--- src/rtl/jtkicker_pkg.sv ---
// Shared types and default widths for the jtkicker object ROM path.
package jtkicker_pkg;

  localparam int unsigned OBJ_AW   = 13;
  localparam int unsigned SDRAM_AW = 22;

  typedef enum logic [1:0] {
    IDLE = 2'd0,
    REQ  = 2'd1,
    LO   = 2'd2,
    HI   = 2'd3
  } objrom_st_t;

endpackage

--- src/rtl/jtkicker_objrom_slot.sv ---
// Object ROM fetch slot: serves 32-bit renderer reads from two 16-bit SDRAM
// words, with a single-entry hit register to skip repeated fetches.
module jtkicker_objrom_slot
  import jtkicker_pkg::*;
#(
  parameter int unsigned AW     = OBJ_AW,
  parameter int unsigned SDW    = SDRAM_AW,
  parameter int unsigned OFFSET = 0
) (
  input  logic           rst,
  input  logic           clk,
  input  logic [AW-1:0]  rom_addr,
  input  logic           rom_cs,
  output logic           rom_ok,
  output logic [31:0]    rom_data,
  output logic [SDW-1:0] sdram_addr,
  output logic           sdram_req,
  input  logic           sdram_ack,
  input  logic           data_rdy,
  input  logic [15:0]    sdram_din
);

  objrom_st_t    st_q, st_d;
  logic [AW-1:0] cache_addr_q, cache_addr_d;
  logic          cache_ok_q, cache_ok_d;
  logic [AW-1:0] fetch_addr_q, fetch_addr_d;
  logic [31:0]   rom_data_q, rom_data_d;
  logic          req_q, req_d;
  logic          hit;

  assign hit        = cache_ok_q && (cache_addr_q == rom_addr);
  assign rom_ok     = rom_cs && hit;
  assign rom_data   = rom_data_q;
  assign sdram_req  = req_q;
  // Each 32-bit client word spans two SDRAM words; overflow wraps silently.
  assign sdram_addr = SDW'(OFFSET) + SDW'({fetch_addr_q, 1'b0});

  always_ff @(posedge clk or posedge rst) begin
    if (rst) begin
      st_q         <= IDLE;
      cache_addr_q <= '0;
      cache_ok_q   <= 1'b0;
      fetch_addr_q <= '0;
      rom_data_q   <= '0;
      req_q        <= 1'b0;
    end else begin
      st_q         <= st_d;
      cache_addr_q <= cache_addr_d;
      cache_ok_q   <= cache_ok_d;
      fetch_addr_q <= fetch_addr_d;
      rom_data_q   <= rom_data_d;
      req_q        <= req_d;
    end
  end

  always_comb begin
    st_d         = st_q;
    cache_addr_d = cache_addr_q;
    cache_ok_d   = cache_ok_q;
    fetch_addr_d = fetch_addr_q;
    rom_data_d   = rom_data_q;
    req_d        = req_q;
    case (st_q)
      IDLE: begin
        if (rom_cs && !hit) begin
          fetch_addr_d = rom_addr;
          cache_ok_d   = 1'b0;
          req_d        = 1'b1;
          st_d         = REQ;
        end
      end
      REQ: begin
        if (sdram_ack) begin
          req_d = 1'b0;
          st_d  = LO;
        end
      end
      LO: begin
        if (data_rdy) begin
          rom_data_d[15:0] = sdram_din;
          st_d             = HI;
        end
      end
      HI: begin
        // Only validate the entry if the client still wants this address.
        if (data_rdy) begin
          rom_data_d[31:16] = sdram_din;
          cache_addr_d      = fetch_addr_q;
          cache_ok_d        = (rom_addr == fetch_addr_q);
          st_d              = IDLE;
        end
      end
      default: st_d = IDLE;
    endcase
  end

endmodule
--- config.mk ---
export PLATFORM = sky130hd
export DESIGN_NAME = jtkicker_objrom_slot
export DESIGN_NICKNAME = d
export VERILOG_FILES = /design/src/rtl/jtkicker_pkg.sv /design/src/rtl/jtkicker_objrom_slot.sv
export SDC_FILE = /design/constraint.sdc
export NUM_CORES = 1
export LEC_CHECK = 0
export BUFFER_PORTS_ARGS = -buffer_cell sky130_fd_sc_hd__buf_2
export CAP_MARGIN = 30
export CORE_ASPECT_RATIO = 0.8
export CORE_MARGIN = 4
export CORE_UTILIZATION = 40
export DETAILED_ROUTE_END_ITERATION = 7
export SKIP_CTS_REPAIR_TIMING = 1
export SLEW_MARGIN = 0
export SYNTH_ARGS = -nofsm -noshare
export SYNTH_HDL_FRONTEND = slang
export SYNTH_SLANG_ARGS = --single-unit
--- constraint.sdc ---
create_clock -name clk -period 2.5 [get_ports clk]
set_input_delay 0.375 -clock clk [delete_from_list [all_inputs] [get_ports clk]]
set_output_delay 0.375 -clock clk [all_outputs]
set_load 0.03 [all_outputs]
==> results of run 1 <==
[layer usage]
metal  vias up  track usage, %  wire (um)
met5         -               0          0
met3         5            5.56        318
met4         0            3.53         68
li1        917               -          -
met1       975            21.2       2810
met2        54            22.5       2820
[power groups by stage]
stage / combinational, W / sequential, W / clock (W)
after floorplan: 0.00120 / 0.00262 / 0
after global placement: 0.00261 / 0.00188 / 0
after detailed placement: 0.00265 / 0.00190 / 0
after CTS: 0.00266 / 0.00188 / 0.000936
after global routing: 0.00286 / 0.00197 / 0.000987
final: 0.00265 / 0.00189 / 0.000905
[cell usage in the layout, fill, tap and decap left out, types with 2 or more instances in the layout]
| cell type | count |
|---|---|
| buf_2 | 80 |
| dfrtp_1 | 62 |
| mux2_2 | 49 |
| xnor2_1 | 20 |
| clkbuf_8 | 11 |
| nand4_1 | 10 |
| mux2_4 | 9 |
| conb_1 | 9 |
| nand2_1 | 8 |
| buf_4 | 7 |
| xnor2_2 | 6 |
| inv_1 | 5 |
| nor2_1 | 5 |
| ha_1 | 4 |
| clkinvlp_4 | 3 |
| nor4_1 | 2 |
| nand2b_1 | 2 |
| a31oi_1 | 2 |
[area by class of cell]
class,instances,area (um^2),area share [%]
tap,87,109,2.98
multi-input combinational,140,1310,35.9
clock inverter,5,57.6,1.57
inverter,6,22.5,0.616
clock buffer,11,151,4.14
timing repair buffer,87,453,12.4
sequential,62,1550,42.4
[state kept, by name (all words and copies together) (netlist names)]
register	count
sdram_req	1
rom_data	32
cache_addr_q	13
fetch_addr_q	13
cache_ok_q	1
st_q	2
[worst register-to-register path, cell delays in order (launching register included)]
cell     delay, ps
dfrtp_1        390
xnor2_1        250
nand4_1        180
nor4_4         380
nor2_2          70
buf_4          200
mux2_4         310
[worst max path at each step]
stage | from | end | slack [ps] | cells past startpoint
CTS | cache_addr_q[2]$_DFFE_PP0P_ | rom_ok | 40 | 5
detailed placement | rom_addr[2] | rom_ok | 310 | 6
finish | cache_addr_q[10]$_DFFE_PP0P_ | rom_ok | 120 | 5
global placement | rom_addr[3] | rom_ok | 340 | 6
global route | cache_addr_q[4]$_DFFE_PP0P_ | rom_ok | 2 | 5
floorplan | cache_addr_q[7]$_DFFE_PP0P_ | rom_ok | 490 | 4
[through the flow]
stage / util, % / hold slack, ps
after global placement: 48.9 / 479
final: 52.5 / 92.5
after floorplan: - / 501
after CTS: 51.9 / 108
after global routing: 52.5 / 137
after detailed placement: 48.9 / 478
[logic make-up after synthesis]
family,after synthesis
muxes,58
and+or+nand+nor,33
DFF,62
buffers and inverters,20
adders and majority gates,4
AOI/OAI and AO/OA,10
other,1
xor gates and xnor gates,26
==> summary.txt, run 1 <==
Drt
  – DRT antenna net count: 0
  – Final WL: 6.01 mm
  – DR pass1 iterations: 4
  – Via count: 1951
  – Post-route DRC: 0
  – WL per Instance: 15.1 um
  – Routed vias/inst: 4.90
  – Initial drt markers: 52

Critical path
  – Critical Path Fanout Max: 4
  – Reg2Reg Depth: 6
  – Critical path class: flip-flop to output pin
  – Crit. End Element: output pin
  – Worst-path cell chain: xnor2_1 -> nand4_1 -> or4_4 -> nor2_1 -> buf_2
  – CP max stage cell: or4_4
  – CP max stage delay: 570 ps
  – WP buf/inv: 1
  – Reg2reg end: fetch_addr_q[7]$_DFFE_PP0P_
  – CP top delay family: simple AND/OR/NAND/NOR gates
  – R2R Path Start: cache_addr_q[10]$_DFFE_PP0P_
  – R2R Setup Slk: 600 ps
  – Worst EP required: 2120 ps
  – Arr. time, crit path: 2010 ps
  – Worst Setup Start Kind: flip-flop

Timing
  – Setup ws final: 119 ps
  – Clock Skew: 7.50 ps
  – TNS Setup: 0 ps
  – Final hold viol count: 0
  – Post-route minimum period: 2380 ps
  – Final Cycle Share: 95.2%
  – Final Setup Violations: 0
  – Max Slew Vio Count: 0
  – RSZ-0062 raised after global routing: no
  – Slew Limit Headroom: 62.4%
  – FMAX: 420 MHz
  – Worst slew pin tran: 563 ps

Clock tree
  – Worst-skew pair later-pin latency: 330 ps
  – CTS tree: built
  – CTS Buf Count: 9
  – Clk buf depth: 2
  – Clock net sink count: 62
  – Root buffer cell: clkbuf_8
  – CTS H-Tree Depth: 3
  – Clk slew on worst S/H paths: 70 ps

Floorplan
  – FP Rows: 27
  – Initial Util: 41.7%
  – I/O pin total: 90
  – Die height: 84.2 um
  – Core area: 6960 um^2
  – Horiz. Die Dim: 103 um
  – Die Area: 8700 um^2

Synth
  – Simple-Gate Fraction of Synth Area: 6.59%
  – Ys async rst share: 100%
  – YS warnings: 0
  – Leading area contributor after synthesis: dfrtp_1
  – Mux cell area share after synthesis: 23.7%
  – Netlist Area Pre-Place: 2900 um^2
  – Post-synth EDFFs: 0
  – Cell with the most instances after synthesis: dfrtp_1
  – Top cells by area, synth: dfrtp_1, mux2_2, xnor2_1
  – Register bit total from synthesis: 62
  – Post-Synth Adder-Cell Area: 1.72%
  – Synthesized netlist cell count: 214
  – Compound-Gate Fraction of Synth Area: 2.63%
  – Post-Synth XOR/XNOR Area: 7.84%
  – Area share of the largest cell type after synthesis: 53.4%
  – Primary FF master, synth: dfrtp_1
  – Sequential area share after synthesis: 53.4%
  – Synth unique cells: 30
  – Top cells by count, synth: dfrtp_1, mux2_2, xnor2_1
  – Main combinational cell family by area after synthesis: multiplexers
  – Mean post-synth cell area: 13.6 um^2

Place
  – # port buffers: 80
  – DP HPWL: 4.55 mm
  – Cell area after placement: 3400 um^2
  – Place WS: 315 ps
  – DP Cell Count: 382
  – Routability cong.: 0.795

Job
  – Max_cap viols: 0

Power
  – Clock power share: 16.6%
  – Comb pwr share: 48.7%
  – Total chip power: 0.00544 W
  – Sw Ratio: 41.8%
  – Pwr Density: 1490 nW/um^2
  – Worst vdd ir: 0.585 mV
  – Leak: 1.71 nW
  – Internal power: 0.00317 W
  – Net Switching: 0.00228 W
  – Sequential power share: 34.7%

Final layout
  – Share of cells above drive strength 1: 55.3%
  – Nets: 344
  – Area Overhead vs Synth: 25.9%
  – Post-route cell area: 3660 um^2
  – Filler instances: 653
  – Finished Layout Cells: 398
  – Diode count: 0

Status
  – Outcome: completed

GRT
  – GRT Residual Overflow: 0
  – Initial antenna violation count: 0
  – Largest net degree at the start of global routing: 28
  – Vias in the first global route: 2033
  – Global-route wire length before repair: 10.3 mm
  – Gr usage total: 15.1%

Min path
  – Hold WC Path Type: input port to async pin
(Power assumes the default switching activity.)
==> run 2, diff against run 1 <==
Settings changed: BUFFER_PORTS_ARGS -buffer_cell sky130_fd_sc_hd__buf_2 to -buffer_cell sky130_fd_sc_hd__buf_4.
Clock period 2.5 ns to 2.2 ns, I/O delays scaled along.
==> run 2 against run 1 <==
  * The run now ends with setup timing left
  * Wire length up 3.8%
  * Clock power down 2%
  * Sequential share of layout area down 2.5 points
  * Critical endpoint unchanged
  * Sequential cell count unchanged
  * Critical path depth unchanged
  * Sequential power up 16%
  * Design area up 6.3%
  * Worst hold slack worse by 46 ps
  * Clock-buffer cell count up 2
  * Critical path type unchanged
==> summary.txt, run 2 (same netlist as run 1, synthesis figures left out) <==
Drt
  – WL per Instance: 15.8 um (+4.4%)
  – Final WL: 6.24 mm (+3.8%)
  – Routed vias/inst: 4.86 (-0.89%)
  – DR pass1 iterations: 4 (unchanged)
  – DRT antenna net count: 0 (unchanged)
  – Post-route DRC: 0 (unchanged)
  – Initial drt markers: 49 (-5.8%)
  – Via count: 1924 (-1.4%)

Clock tree
  – Clk slew on worst S/H paths: 70 ps (about the same)
  – CTS tree: built
  – CTS Buf Count: 9 (unchanged)
  – Worst-skew pair later-pin latency: 320 ps (about the same)
  – Clock net sink count: 62 (unchanged)
  – Root buffer cell: clkbuf_8
  – CTS H-Tree Depth: 3 (unchanged)
  – Clk buf depth: 2 (unchanged)

Power
  – Total chip power: 0.00639 W (+17%)
  – Pwr Density: 1640 nW/um^2 (+10%)
  – Worst vdd ir: 0.801 mV (+37%)
  – Leak: 1.80 nW (+5.3%)

GRT
  – Largest net degree at the start of global routing: 40 (+43%)
  – Initial antenna violation count: 0 (unchanged)
  – Vias in the first global route: 2041 (+0.39%)
  – GRT Residual Overflow: 0 (unchanged)
  – Gr usage total: 15.8% (+0.62 points)
  – Global-route wire length before repair: 10.4 mm (+1.5%)

Final layout
  – Area Overhead vs Synth: 33.9%
  – Nets: 344 (unchanged)
  – Filler instances: 600 (-8.1%)
  – Largest register FFs: 32 (unchanged)
  – Most frequent cells in the layout: buf_4, dfrtp_1, mux2_2, xnor2_1, clkbuf_8
  – Most common cell after layout, fill and taps aside: buf_4
  – Diode count: 0 (unchanged)
  – Final core occ: 55.9% (+3.3 points)
  – Post-route cell area: 3890 um^2 (+6.3%)
  – Reg area: 1550 um^2 (unchanged)
  – Share of cells above drive strength 1: 56.6% (+1.3 points)
  – Area taken by multi-input logic gates: 1360 um^2 (+3.8%)

Place
  – # port buffers: 80 (unchanged)
  – Routability cong.: 0.765 (-3.8%)
  – Place WS: 35.0 ps (-280 ps)
  – DP HPWL: 4.58 mm (+0.58%)
  – Cell area after placement: 3600 um^2 (+5.8%)

Timing
  – Final hold viol count: 0 (unchanged)
  – Final Setup Violations: 1 (+1)
  – Hold_ws: 46.4 ps (-46.0 ps)
  – Setup ws final: -29.0 ps (-148 ps)
  – Worst slew pin tran: 540 ps (-23.0 ps)
  – Slew Limit Headroom: 63.9% (+1.5 points)
  – Final Cycle Share: 101%
  – RSZ-0062 raised after global routing: yes
  – Post-route minimum period: 2230 ps
  – Clock Skew: 8.42 ps (+0.912 ps)
  – FMAX: 449 MHz
  – Max Slew Vio Count: 0 (unchanged)

Job
  – Max_cap viols: 0 (unchanged)

Status
  – Outcome: finished with violations
  – Failing checks: setup timing

Floorplan
  – I/O pin total: 90 (unchanged)
  – Core area: 6960 um^2 (unchanged)
  – Horiz. Die Dim: 103 um (unchanged)
  – Initial Util: 41.7% (unchanged)
  – FP Rows: 27 (unchanged)
  – Die height: 84.2 um (unchanged)
  – Die Area: 8700 um^2 (unchanged)

Min path
  – Hold WC Path Type: input port to async pin

Critical path
  – Arr. time, crit path: 1900 ps (-110 ps)
  – Critical path class: flip-flop to output pin
  – Crit. End Element: output pin
  – Critical Path Fanout Max: 3 (-1)
  – Worst EP required: 1870 ps (-250 ps)
  – Worst Setup Start Kind: flip-flop
  – R2R Setup Slk: 270 ps (-330 ps)
## run 2: changes by cell type in the layout (fill, tap and decap cells not counted), moves of 2 or more
cell / before / now
buf_2: 80 / 0
buf_4: 7 / 85
nor2_4: 0 / 2
clkinvlp_4: 3 / 0
xnor2_2: 6 / 11
xnor2_1: 20 / 15
## run 2: metal layers
layer  share of wire, %  global-route usage [%]  routed length, um  vias up
met5                  0                       0                  0        -
li1                   -                       -                  -      919
met4                1.5                    5.29                 96        0
met3                6.6                    4.90                410        6
met1                 47                    22.1               2920      937
met2                 45                    23.2               2820       62
## run 2: layout make-up
class / instances / share of cell area, %
clock buffers: 13 / 4.35
clock inverters: 1 / 0.129
inverters: 6 / 0.579
multi-input cells: 140 / 35.0
flip-flops and latches: 62 / 39.9
well taps: 87 / 2.80
repair buffers: 87 / 17.2
## run 2: final timing paths
| path | startpoint | end | depth (start not counted) |
|---|---|---|---|
| setup / recovery | cache_addr_q[2]$_DFFE_PP0P_ | rom_ok | 5 |
| hold / removal | rst | rom_data[18]$_DFFE_PP0P_ | 2 |
| setup reg to reg | cache_addr_q[2]$_DFFE_PP0P_ | sdram_req$_DFFE_PP0P_ | 6 |
| hold reg to reg | rom_data[16]$_DFFE_PP0P_ | rom_data[16]$_DFFE_PP0P_ | 1 |
| max in group asynchronous | rst | st_q[1]$_DFFE_PP0P_ | 3 |
| min in group clk | sdram_din[6] | rom_data[22]$_DFFE_PP0P_ | 2 |
## run 2: worst max-delay path, stage by stage, from the launching register on
cell     delay (ps)
dfrtp_1         410
xnor2_2         200
nand4_1         130
or4_4           600
nor2_4          110
buf_6           130
## run 2: power breakdown
| group | switching, W | internal [W] | total (W) |
|---|---|---|---|
| logic | 0.00174 | 0.00157 | 0.00331 |
| clock network | 0.000397 | 0.000488 | 0.000885 |
| registers | 0.000462 | 0.00174 | 0.00220 |
| total | 0.00260 | 0.00379 | 0.00639 |
## run 2: per-stage QoR
| stage | TNS [ps] | instances |
|---|---|---|
| 3_5_place_dp | 0 | 380 |
| 2_1_floorplan | 0 | 222 |
| 4_1_cts | -233 | 394 |
| 6_report | -29.0 | 396 |
| 5_1_grt | -83.0 | 396 |
| 3_3_place_gp | 0 | 380 |
